--- config.mk ---
export PLATFORM = sky130hd
export DESIGN_NAME = burst_enable_gen_flat
export DESIGN_NICKNAME = d
export VERILOG_FILES = /design/src/rtl/burst_enable_gen_if.sv /design/src/rtl/burst_enable_gen.sv /design/src/flat_wrapper.sv
export SDC_FILE = /design/constraint.sdc
export NUM_CORES = 1
export LEC_CHECK = 0
export CAP_MARGIN = 20
export CELL_PAD_IN_SITES_DETAIL_PLACEMENT = 0
export CELL_PAD_IN_SITES_GLOBAL_PLACEMENT = 2
export CORE_UTILIZATION = 36
export CTS_BUF_LIST = sky130_fd_sc_hd__clkbuf_2
export DETAILED_ROUTE_END_ITERATION = 6
export PLACE_DENSITY = 0.94
export SLEW_MARGIN = 20
export SYNTH_ARGS = -nofsm -noshare
export SYNTH_HDL_FRONTEND = slang
export SYNTH_SLANG_ARGS = --single-unit
--- constraint.sdc ---
create_clock -name clk -period 3.86 [get_ports clk]
set_input_delay 0.965 -clock clk [delete_from_list [all_inputs] [get_ports clk]]
set_output_delay 0.965 -clock clk [all_outputs]
set_load 0.01 [all_outputs]
--- src/rtl/burst_enable_gen_if.sv ---
// Handshake/configuration bundle between a sequence controller (master)
// and the burst enable generator (slave).
interface burst_enable_gen_if #(
  parameter int LEN_W = 8,
  parameter int NUM_W = 8
);

  // Controller -> generator
  logic             start;
  logic             stop;
  logic [LEN_W-1:0] burst_len;
  logic [LEN_W-1:0] gap_len;
  logic [NUM_W-1:0] num_bursts;

  // Generator -> controller / downstream counter
  logic             enable;
  logic             busy;
  logic             done;
  logic             aborted;
  logic [NUM_W-1:0] bursts_done;

  modport master (
    output start, stop, burst_len, gap_len, num_bursts,
    input  enable, busy, done, aborted, bursts_done
  );

  modport slave (
    input  start, stop, burst_len, gap_len, num_bursts,
    output enable, busy, done, aborted, bursts_done
  );

endinterface

--- src/rtl/burst_enable_gen.sv ---
// Burst enable sequencer: on an accepted start it drives a downstream
// up-counter's enable with num_bursts runs of burst_len high cycles,
// separated by gap_len low cycles. num_bursts == 0 runs until stop.
// Every output is a flop, so there is no input-to-output timing path.
module burst_enable_gen #(
  parameter int LEN_W = 8,
  parameter int NUM_W = 8
) (
  input  logic              clk,
  input  logic              rst_n,
  burst_enable_gen_if.slave bus
);

  typedef enum logic [1:0] {
    S_IDLE,
    S_BURST,
    S_GAP,
    S_DONE
  } state_t;

  // Configuration captured on an accepted start; inputs may change freely
  // afterwards without disturbing the running sequence.
  typedef struct packed {
    logic [LEN_W-1:0] burst_len;
    logic [LEN_W-1:0] gap_len;
    logic [NUM_W-1:0] num_bursts;
  } cfg_t;

  localparam logic [NUM_W-1:0] BD_MAX = '1;
  localparam logic [LEN_W-1:0] LEN_ONE = LEN_W'(1);
  localparam logic [NUM_W-1:0] NUM_ONE = NUM_W'(1);

  state_t           state_q, state_d;
  cfg_t             cfg_q, cfg_d;
  // Single down-counter shared by BURST and GAP: loaded with (length - 1)
  // on entry, the phase ends on the cycle it reads zero. This gives exactly
  // `length` cycles for every value 1..2^LEN_W-1 without overflow.
  logic [LEN_W-1:0] cnt_q, cnt_d;
  logic [NUM_W-1:0] bd_q, bd_d;
  logic             aborted_q, aborted_d;
  logic             enable_q, busy_q, done_q;

  logic [NUM_W-1:0] bd_inc;
  logic             final_burst;

  // Saturating increment of the completed-burst count and final-burst detect.
  always_comb begin
    bd_inc      = (bd_q == BD_MAX) ? bd_q : bd_q + NUM_ONE;
    final_burst = (cfg_q.num_bursts != '0) && (bd_inc == cfg_q.num_bursts);
  end

  // Next-state, counter, burst count and abort flag.
  always_comb begin
    // NOTE: every signal driven here gets a default first, so no path can
    // leave one unassigned and infer a latch.
    state_d   = state_q;
    cfg_d     = cfg_q;
    cnt_d     = cnt_q;
    bd_d      = bd_q;
    aborted_d = aborted_q;

    unique case (state_q)
      S_IDLE: begin
        // stop is deliberately ignored here.
        if (bus.start) begin
          cfg_d     = '{burst_len:  bus.burst_len,
                        gap_len:    bus.gap_len,
                        num_bursts: bus.num_bursts};
          bd_d      = '0;
          aborted_d = 1'b0;
          if (bus.burst_len == '0) begin
            state_d = S_DONE;
          end else begin
            state_d = S_BURST;
            cnt_d   = bus.burst_len - LEN_ONE;
          end
        end
      end

      S_BURST: begin
        if (cnt_q == '0) begin
          // Last enable cycle of this burst: it counts even if stop
          // arrives on the same edge.
          bd_d = bd_inc;
          if (bus.stop) begin
            state_d   = S_DONE;
            aborted_d = 1'b1;
          end else if (final_burst) begin
            state_d = S_DONE;
          end else if (cfg_q.gap_len == '0) begin
            state_d = S_BURST;
            cnt_d   = cfg_q.burst_len - LEN_ONE;
          end else begin
            state_d = S_GAP;
            cnt_d   = cfg_q.gap_len - LEN_ONE;
          end
        end else if (bus.stop) begin
          // Partial burst is dropped from the count.
          state_d   = S_DONE;
          aborted_d = 1'b1;
        end else begin
          cnt_d = cnt_q - LEN_ONE;
        end
      end

      S_GAP: begin
        if (bus.stop) begin
          state_d   = S_DONE;
          aborted_d = 1'b1;
        end else if (cnt_q == '0) begin
          state_d = S_BURST;
          cnt_d   = cfg_q.burst_len - LEN_ONE;
        end else begin
          cnt_d = cnt_q - LEN_ONE;
        end
      end

      S_DONE: begin
        // Single-cycle completion state; start and stop both ignored.
        state_d = S_IDLE;
      end

      default: begin
        state_d = S_IDLE;
      end
    endcase
  end

  // State, configuration and status registers; outputs are decoded from the
  // next state so they line up with the state they describe.
  always_ff @(posedge clk) begin
    // NOTE: sequential state uses non-blocking assignments so every flop
    // samples pre-edge values regardless of statement order.
    if (!rst_n) begin
      // NOTE: the latched configuration is cleared as well, not just the
      // control state, so no stale burst/gap length survives a reset.
      state_q   <= S_IDLE;
      cfg_q     <= '0;
      cnt_q     <= '0;
      bd_q      <= '0;
      aborted_q <= 1'b0;
      enable_q  <= 1'b0;
      busy_q    <= 1'b0;
      done_q    <= 1'b0;
    end else begin
      state_q   <= state_d;
      cfg_q     <= cfg_d;
      cnt_q     <= cnt_d;
      bd_q      <= bd_d;
      aborted_q <= aborted_d;
      enable_q  <= (state_d == S_BURST);
      busy_q    <= (state_d != S_IDLE);
      done_q    <= (state_d == S_DONE);
    end
  end

  assign bus.enable      = enable_q;
  assign bus.busy        = busy_q;
  assign bus.done        = done_q;
  assign bus.aborted     = aborted_q;
  assign bus.bursts_done = bd_q;

endmodule

--- src/flat_wrapper.sv ---
// flat-port wrapper written by rule: the top's interface ports become plain ports
module burst_enable_gen_flat 
#(
  parameter int LEN_W = 8,
  parameter int NUM_W = 8
)
  (clk, rst_n, bus_start, bus_stop, bus_burst_len, bus_gap_len, bus_num_bursts, bus_enable, bus_busy, bus_done, bus_aborted, bus_bursts_done);
  burst_enable_gen_if #(.LEN_W(LEN_W), .NUM_W(NUM_W)) bus_i ();
  input  logic clk;
  input  logic rst_n;
  input wire logic [$bits(bus_i.start)-1:0] bus_start;
  input wire logic [$bits(bus_i.stop)-1:0] bus_stop;
  input wire logic [$bits(bus_i.burst_len)-1:0] bus_burst_len;
  input wire logic [$bits(bus_i.gap_len)-1:0] bus_gap_len;
  input wire logic [$bits(bus_i.num_bursts)-1:0] bus_num_bursts;
  output wire logic [$bits(bus_i.enable)-1:0] bus_enable;
  output wire logic [$bits(bus_i.busy)-1:0] bus_busy;
  output wire logic [$bits(bus_i.done)-1:0] bus_done;
  output wire logic [$bits(bus_i.aborted)-1:0] bus_aborted;
  output wire logic [$bits(bus_i.bursts_done)-1:0] bus_bursts_done;
  assign bus_i.start = bus_start;
  assign bus_i.stop = bus_stop;
  assign bus_i.burst_len = bus_burst_len;
  assign bus_i.gap_len = bus_gap_len;
  assign bus_i.num_bursts = bus_num_bursts;
  assign bus_enable = bus_i.enable;
  assign bus_busy = bus_i.busy;
  assign bus_done = bus_i.done;
  assign bus_aborted = bus_i.aborted;
  assign bus_bursts_done = bus_i.bursts_done;
  burst_enable_gen #(.LEN_W(LEN_W), .NUM_W(NUM_W)) u_core (.clk(clk), .rst_n(rst_n), .bus(bus_i));
endmodule
==> results of run 1 <==
power by group through the flow:
stage	registers (µW)	logic [µW]	clock network [µW]
3_5_place_dp	705	1320	0
4_1_cts	694	1330	210
5_1_grt	713	1490	227
2_1_floorplan	679	994	0
6_report	695	1340	203
3_3_place_gp	705	1310	0
cell families (layout without fill, tap and decap cells):
family / after synthesis / after routing / share of synthesized area
mux: 8 / 8 / 0.0256
xor+xnor: 27 / 27 / 0.0756
flops: 46 / 46 / 0.294
compound gates: 119 / 119 / 0.242
buf+inv: 40 / 68 / 0.0544
simple gates: 164 / 164 / 0.256
fa+ha+maj: 13 / 13 / 0.0520
sequential cells by signal, indices dropped and copies added, names as in the netlist:
| register | count |
|---|---|
| u_core.cnt_q | 8 |
| u_core.bus.enable | 1 |
| u_core.bus.busy | 1 |
| u_core.cfg_q | 24 |
| u_core.bus.done | 1 |
| u_core.bus.bursts_done | 8 |
| u_core.bus.aborted | 1 |
| u_core.state_q | 2 |
synthesized netlist by cell type, types with 2 or more instances:
cell type  instances
o221ai_1           5
xnor2_1           18
clkbuf_1          15
o21ai_0           23
mux2i_1            8
ha_1              13
buf_6              2
o31ai_1            2
nor3_1            12
nand4b_1           2
xor2_1             9
a211oi_1           5
o41ai_1            3
a221o_1            2
a21oi_1           42
nor2_1            27
nor3b_1            5
a21boi_0           2
nor2b_1            4
nand3_1            9
nand2b_1           5
and3_1             3
o22ai_1            2
a31oi_1           10
o21a_1             3
or3_1              3
or4_1              2
buf_1              2
and2_1             5
inv_1             17
nor4_1             5
o211ai_1           5
buf_2              4
nor4b_1            2
dfxtp_1           46
nand2_1           73
layer usage:
layer / vias to the layer above / global-route usage / share of wire
met1: 1425 / 0.289 / 0.52
met2: 69 / 0.287 / 0.43
met3: 6 / 0.0319 / 0.044
met4: 0 / 0.0467 / 0.0087
li1: 1535 / - / -
met5: - / 0 / 0
cell type report:
class	count	share of cell area
clock buffer	6	0.00831
clock inverter	2	0.00242
inverter	17	0.0177
multi-input combinational	331	0.564
sequential	46	0.255
tap	105	0.0364
timing repair buffer	43	0.116
path summary, 6_finish.rpt:
path | endpoint | slack (ns) | depth (start not counted)
hold / removal | u_core.cfg_q[23] | 0.49 | 2
hold reg to reg | u_core.cfg_q[23] | 0.49 | 2
setup reg to reg | u_core.bus.done | 0.93 | 8
setup / recovery | u_core.cnt_q[6] | 0.88 | 6
critical path: stages:
cell             delay, ns
clkdlybuf4s50_1       0.48
or4_1                 0.61
nor4b_1               0.54
a221o_1               0.45
nor2_2                0.14
mux2i_1               0.15
through the flow:
stage,util,worst slack [ns],std cells
after floorplan,-,1.17,417
after global placement,0.431,0.466,542
after detailed placement,0.431,0.406,542
after CTS,0.435,0.885,550
after global routing,0.435,0.703,550
final,0.435,0.879,550
==> flow_summary.json, run 1 <==
{
  "hold_class": "flip-flop to flip-flop",
  "regArea_um2": 921,
  "nets": 485,
  "setup_tns_ns": 0,
  "synth_area_leader_cell": "dfxtp_1",
  "multiInputGateArea_mm2": 0.00204,
  "yosys_most_used_dff": "dfxtp_1",
  "ys.warnings.count": 0,
  "worstPathArrival_ns": 3.34,
  "vias": 3035,
  "place.port_buffers": 39,
  "gr-total-overflow": 0,
  "critPathMaxFanout": 9,
  "routedWlPerCell_um": 15.1,
  "clk_latency_ns": 0.44,
  "status": "finished, final reports clean",
  "r2r_start": "u_core.bus.bursts_done[0]",
  "synth_area_leaders": "dfxtp_1 29%, nand2_1 8.8%, a21oi_1 6.7%",
  "avgSynthCellArea_um2": 7.50,
  "grt.total_usage": 0.194,
  "antenna_cells": 0,
  "min_from": "u_core.cfg_q[23]",
  "critical_path_class": "input pin to flip-flop",
  "critical_path.startpoint_type": "input pin",
  "worstSetupEndpointType": "flip-flop",
  "fin_crit_ns": 2.98,
  "hpwl_um": 6180,
  "postCtsHoldBufs": 0,
  "crit_start": "bus_burst_len[2]",
  "worst_pin_slew_ns": 0.918,
  "cts_setup_buffers": 0,
  "synth_area_mm2": 0.00313,
  "cts_buffer_depth": 2,
  "ant_nets": 0,
  "synth-seq-cells": 46,
  "final_cell_mix": "73 x nand2_1, 46 x dfxtp_1, 42 x a21oi_1",
  "relSlewSlack": 0.382,
  "yosysTopAreaCellShare": 0.294,
  "p_int_uw": 1160,
  "p_sw_frac": 0.479,
  "cts-root-buf": "clkbuf_2",
  "syn_inst": 417,
  "die_x_um": 95.2,
  "sequentialPowerShare": 0.311,
  "leakagePower_uw": 0.00132,
  "grt_pass1_wl_um": 13700,
  "design_area_mm2": 0.00361,
  "grt_antenna_before_repair": 0,
  "worstPathRequired_ns": 4.22,
  "cts_tree": "done",
  "dpl_cell_area_mm2": 0.00357,
  "syn-num-nets": 458,
  "rsz0062_at_grt": "no",
  "drt_pass1_iterations": 4,
  "gp_congestion": 0.879,
  "final_common_cell": "nand2_1",
  "clk_pin_slew_ns": 0.23,
  "cts.sinks": 46,
  "via_per_inst": 5.52,
  "drive_above_1_share": 0.0404,
  "drc": 0,
  "power_uw": 2230,
  "grt_max_degree": 30,
  "cts-resized-gates": 0,
  "skew_ns": 0.0215,
  "h-tree-depth": 2,
  "dieArea_mm2": 0.00907,
  "max_freq_mhz": 335,
  "power.density_mw_per_mm2": 618,
  "p_comb_frac": 0.598,
  "first_global_vias": 2682,
  "drt_wl_total_um": 8280,
  "maxSlewViolCount": 0,
  "coreArea_mm2": 0.00830,
  "synth_cell_types": 58,
  "syn_to_final_growth_pct": 15.5,
  "fillerInstances": 868,
  "drt_iter0_drc": 186,
  "finalSetupViolCount": 0,
  "cts_buffers": 5,
  "async_reset_ff_frac": 0,
  "maxCapViolCount": 0,
  "fin_crit_sh": 0.772,
  "die_h_um": 95.2,
  "num_rows": 33,
  "synth-seq-area-share": 0.294,
  "holdWs_ns": 0.487,
  "start_util": 0.377,
  "peakVddDrop_mv": 0.237,
  "clkPwrFrac": 0.091,
  "synth_edf_count": 0,
  "finalHoldViolations": 0,
  "p_switching_uw": 1070,
  "io-pin-count": 40
}
(Power assumes the default switching activity.)
==> run 2: changes to the inputs <==
--- a/config.mk
+++ b/config.mk
@@ -8,10 +8,10 @@
 export CAP_MARGIN = 20
 export CELL_PAD_IN_SITES_DETAIL_PLACEMENT = 0
 export CELL_PAD_IN_SITES_GLOBAL_PLACEMENT = 2
-export CORE_UTILIZATION = 36
+export CORE_UTILIZATION = 33
 export CTS_BUF_LIST = sky130_fd_sc_hd__clkbuf_2
 export DETAILED_ROUTE_END_ITERATION = 6
-export PLACE_DENSITY = 0.94
+export PLACE_DENSITY = 0.88
 export SLEW_MARGIN = 20
 export SYNTH_ARGS = -nofsm -noshare
 export SYNTH_HDL_FRONTEND = slang
==> constraint.sdc (replaced) <==
create_clock -name clk -period 2.8 [get_ports clk]
set_input_delay 0.7 -clock clk [delete_from_list [all_inputs] [get_ports clk]]
set_output_delay 0.7 -clock clk [all_outputs]
set_load 0.01 [all_outputs]
==> flow_summary.json, run 2 (synthesis results as in run 1) <==
{
  "finalSetupViolCount": 0,
  "holdWs_ns": 0.484,
  "grt_max_degree": 25,
  "drt_iter0_drc": 125,
  "cts_tree": "done",
  "cts_buffer_depth": 2,
  "worstPathArrival_ns": 2.98,
  "clk_latency_ns": 0.44,
  "status": "finished, final reports clean",
  "routedWlPerCell_um": 15.1,
  "sequentialPowerShare": 0.287,
  "clkPwrFrac": 0.140,
  "die_h_um": 99.4,
  "ant_nets": 0,
  "worstPathBufferInverterCount": 0,
  "setup_tns_ns": 0,
  "final_common_cell": "nand2_1",
  "max_freq_mhz": 389,
  "maxSlewViolCount": 0,
  "die_x_um": 99.4,
  "drive_above_1_share": 0.0957,
  "h-tree-depth": 2,
  "regMostFlops": "u_core.cfg_q",
  "worstPathRequired_ns": 3.21,
  "worstSetupEndpointType": "flip-flop",
  "postCtsHoldBufs": 0,
  "worst_pin_slew_ns": 0.535,
  "cts-root-buf": "clkbuf_2",
  "grt.total_usage": 0.186,
  "leakagePower_uw": 0.00147,
  "vias": 3136,
  "nets": 510,
  "grt_antenna_before_repair": 0,
  "critical_path.startpoint_type": "flip-flop",
  "cts_buffers": 5,
  "fin_crit_ns": 2.57,
  "rsz0062_at_grt": "no",
  "p_switching_uw": 1510,
  "crit_family": "compound AO/OA/AOI/OAI gates",
  "hpwl_um": 6790,
  "worstPathCellList": "ha_2 -> and4_4 -> a211oi_1 -> a221o_1 -> a2111o_1 -> nor4_4 -> a2bb2oi_2 -> nor2b_1",
  "grt_pass1_wl_um": 14700,
  "critPathMaxFanout": 7,
  "p_sw_frac": 0.453,
  "hold_class": "flip-flop to flip-flop",
  "clk_pin_slew_ns": 0.26,
  "cpPeakStageDelay_ns": 0.44,
  "final_cell_mix": "73 x nand2_1, 46 x dfxtp_1, 42 x a21oi_1",
  "syn_to_final_growth_pct": 23.6,
  "dpl_cell_area_mm2": 0.00377,
  "fin_crit_sh": 0.918,
  "cts.sinks": 46,
  "gr-total-overflow": 0,
  "place.port_buffers": 39,
  "coreArea_mm2": 0.00920,
  "start_util": 0.340,
  "critical_path_class": "flip-flop to flip-flop",
  "drt_pass1_iterations": 4,
  "first_global_vias": 2895,
  "drt_wl_total_um": 8770,
  "drc": 0,
  "antenna_cells": 0,
  "slowest_stage": "a2111o_1",
  "gp_congestion": 0.857,
  "largest_reg_flops": 24,
  "skew_ns": 0.0338,
  "power.density_mw_per_mm2": 865,
  "peakVddDrop_mv": 0.301,
  "num_rows": 35,
  "p_comb_frac": 0.573,
  "finalHoldViolations": 0,
  "maxCapViolCount": 0,
  "p_int_uw": 1830,
  "power_uw": 3350,
  "dieArea_mm2": 0.00988,
  "via_per_inst": 5.40,
  "relSlewSlack": 0.639,
  "io-pin-count": 40,
  "design_area_mm2": 0.00387,
  "final_util": 0.420
}
==> run 2: changes by cell type in the layout (fill, tap and decap cells not counted), sizes merged <==
cell,change
buf,+25
bufinv,+2
clkinv,-1
clkbuf,-1
==> run 2: timing repair <==
action	4_1_cts	5_1_grt
buffers inserted	0	0
endpoints found under the setup margin	0	1
resized for setup	0	2
hold endpoints to repair	0	0
==> run 2: path summary, 6_finish.rpt <==
check / slack, ns / depth (start not counted) / start / end
setup / recovery: 0.23 / 8 / u_core.bus.bursts_done[0] / u_core.bus.done
hold / removal: 0.48 / 2 / u_core.cfg_q[23] / u_core.cfg_q[23]
hold reg to reg: 0.48 / 2 / u_core.cfg_q[23] / u_core.cfg_q[23]
setup reg to reg: 0.23 / 8 / u_core.bus.bursts_done[0] / u_core.bus.done
==> run 2: layer usage <==
layer / GRT usage / wire length (µm) / vias to the layer above / share of wire
met5: 0 / 0 / - / 0
met4: 0.0407 / 76 / 0 / 0.0087
met3: 0.0260 / 399 / 7 / 0.046
met2: 0.284 / 3820 / 73 / 0.44
met1: 0.275 / 4470 / 1467 / 0.51
li1: - / - / 1589 / -
==> run 2: through the flow <==
stage | worst slack (ns) | cells
2_1_floorplan | 0.277 | 417
3_3_place_gp | -0.0796 | 573
3_5_place_dp | -0.133 | 573
4_1_cts | 0.165 | 581
5_1_grt | 0.0635 | 581
6_report | 0.230 | 581
==> run 2: worst reg2reg max path, cell delays in order (launching register included) <==
cell and delay [ns]:
dfxtp_1 0.40, ha_2 0.26, and4_4 0.29, a211oi_1 0.11
a221o_1 0.28, a2111o_1 0.44, nor4_4 0.33, a2bb2oi_2 0.27
nor2b_1 0.16
==> run 2: power groups by stage <==
stage	logic, µW	registers, µW	clock network, µW
2_1_floorplan	1370	936	0
3_3_place_gp	1880	969	0
3_5_place_dp	1890	973	0
4_1_cts	1900	958	477
5_1_grt	2120	984	511
6_report	1920	961	469
==> run 2: layout make-up <==
type	count	area, µm²
Sequential cell	46	921
Clock inverter	3	63.8
Tap cell	111	139
Timing Repair Buffer	68	608
Multi-Input combinational cell	331	2050
Fill cell	968	5330
Clock buffer	5	25.0
Inverter	17	63.8
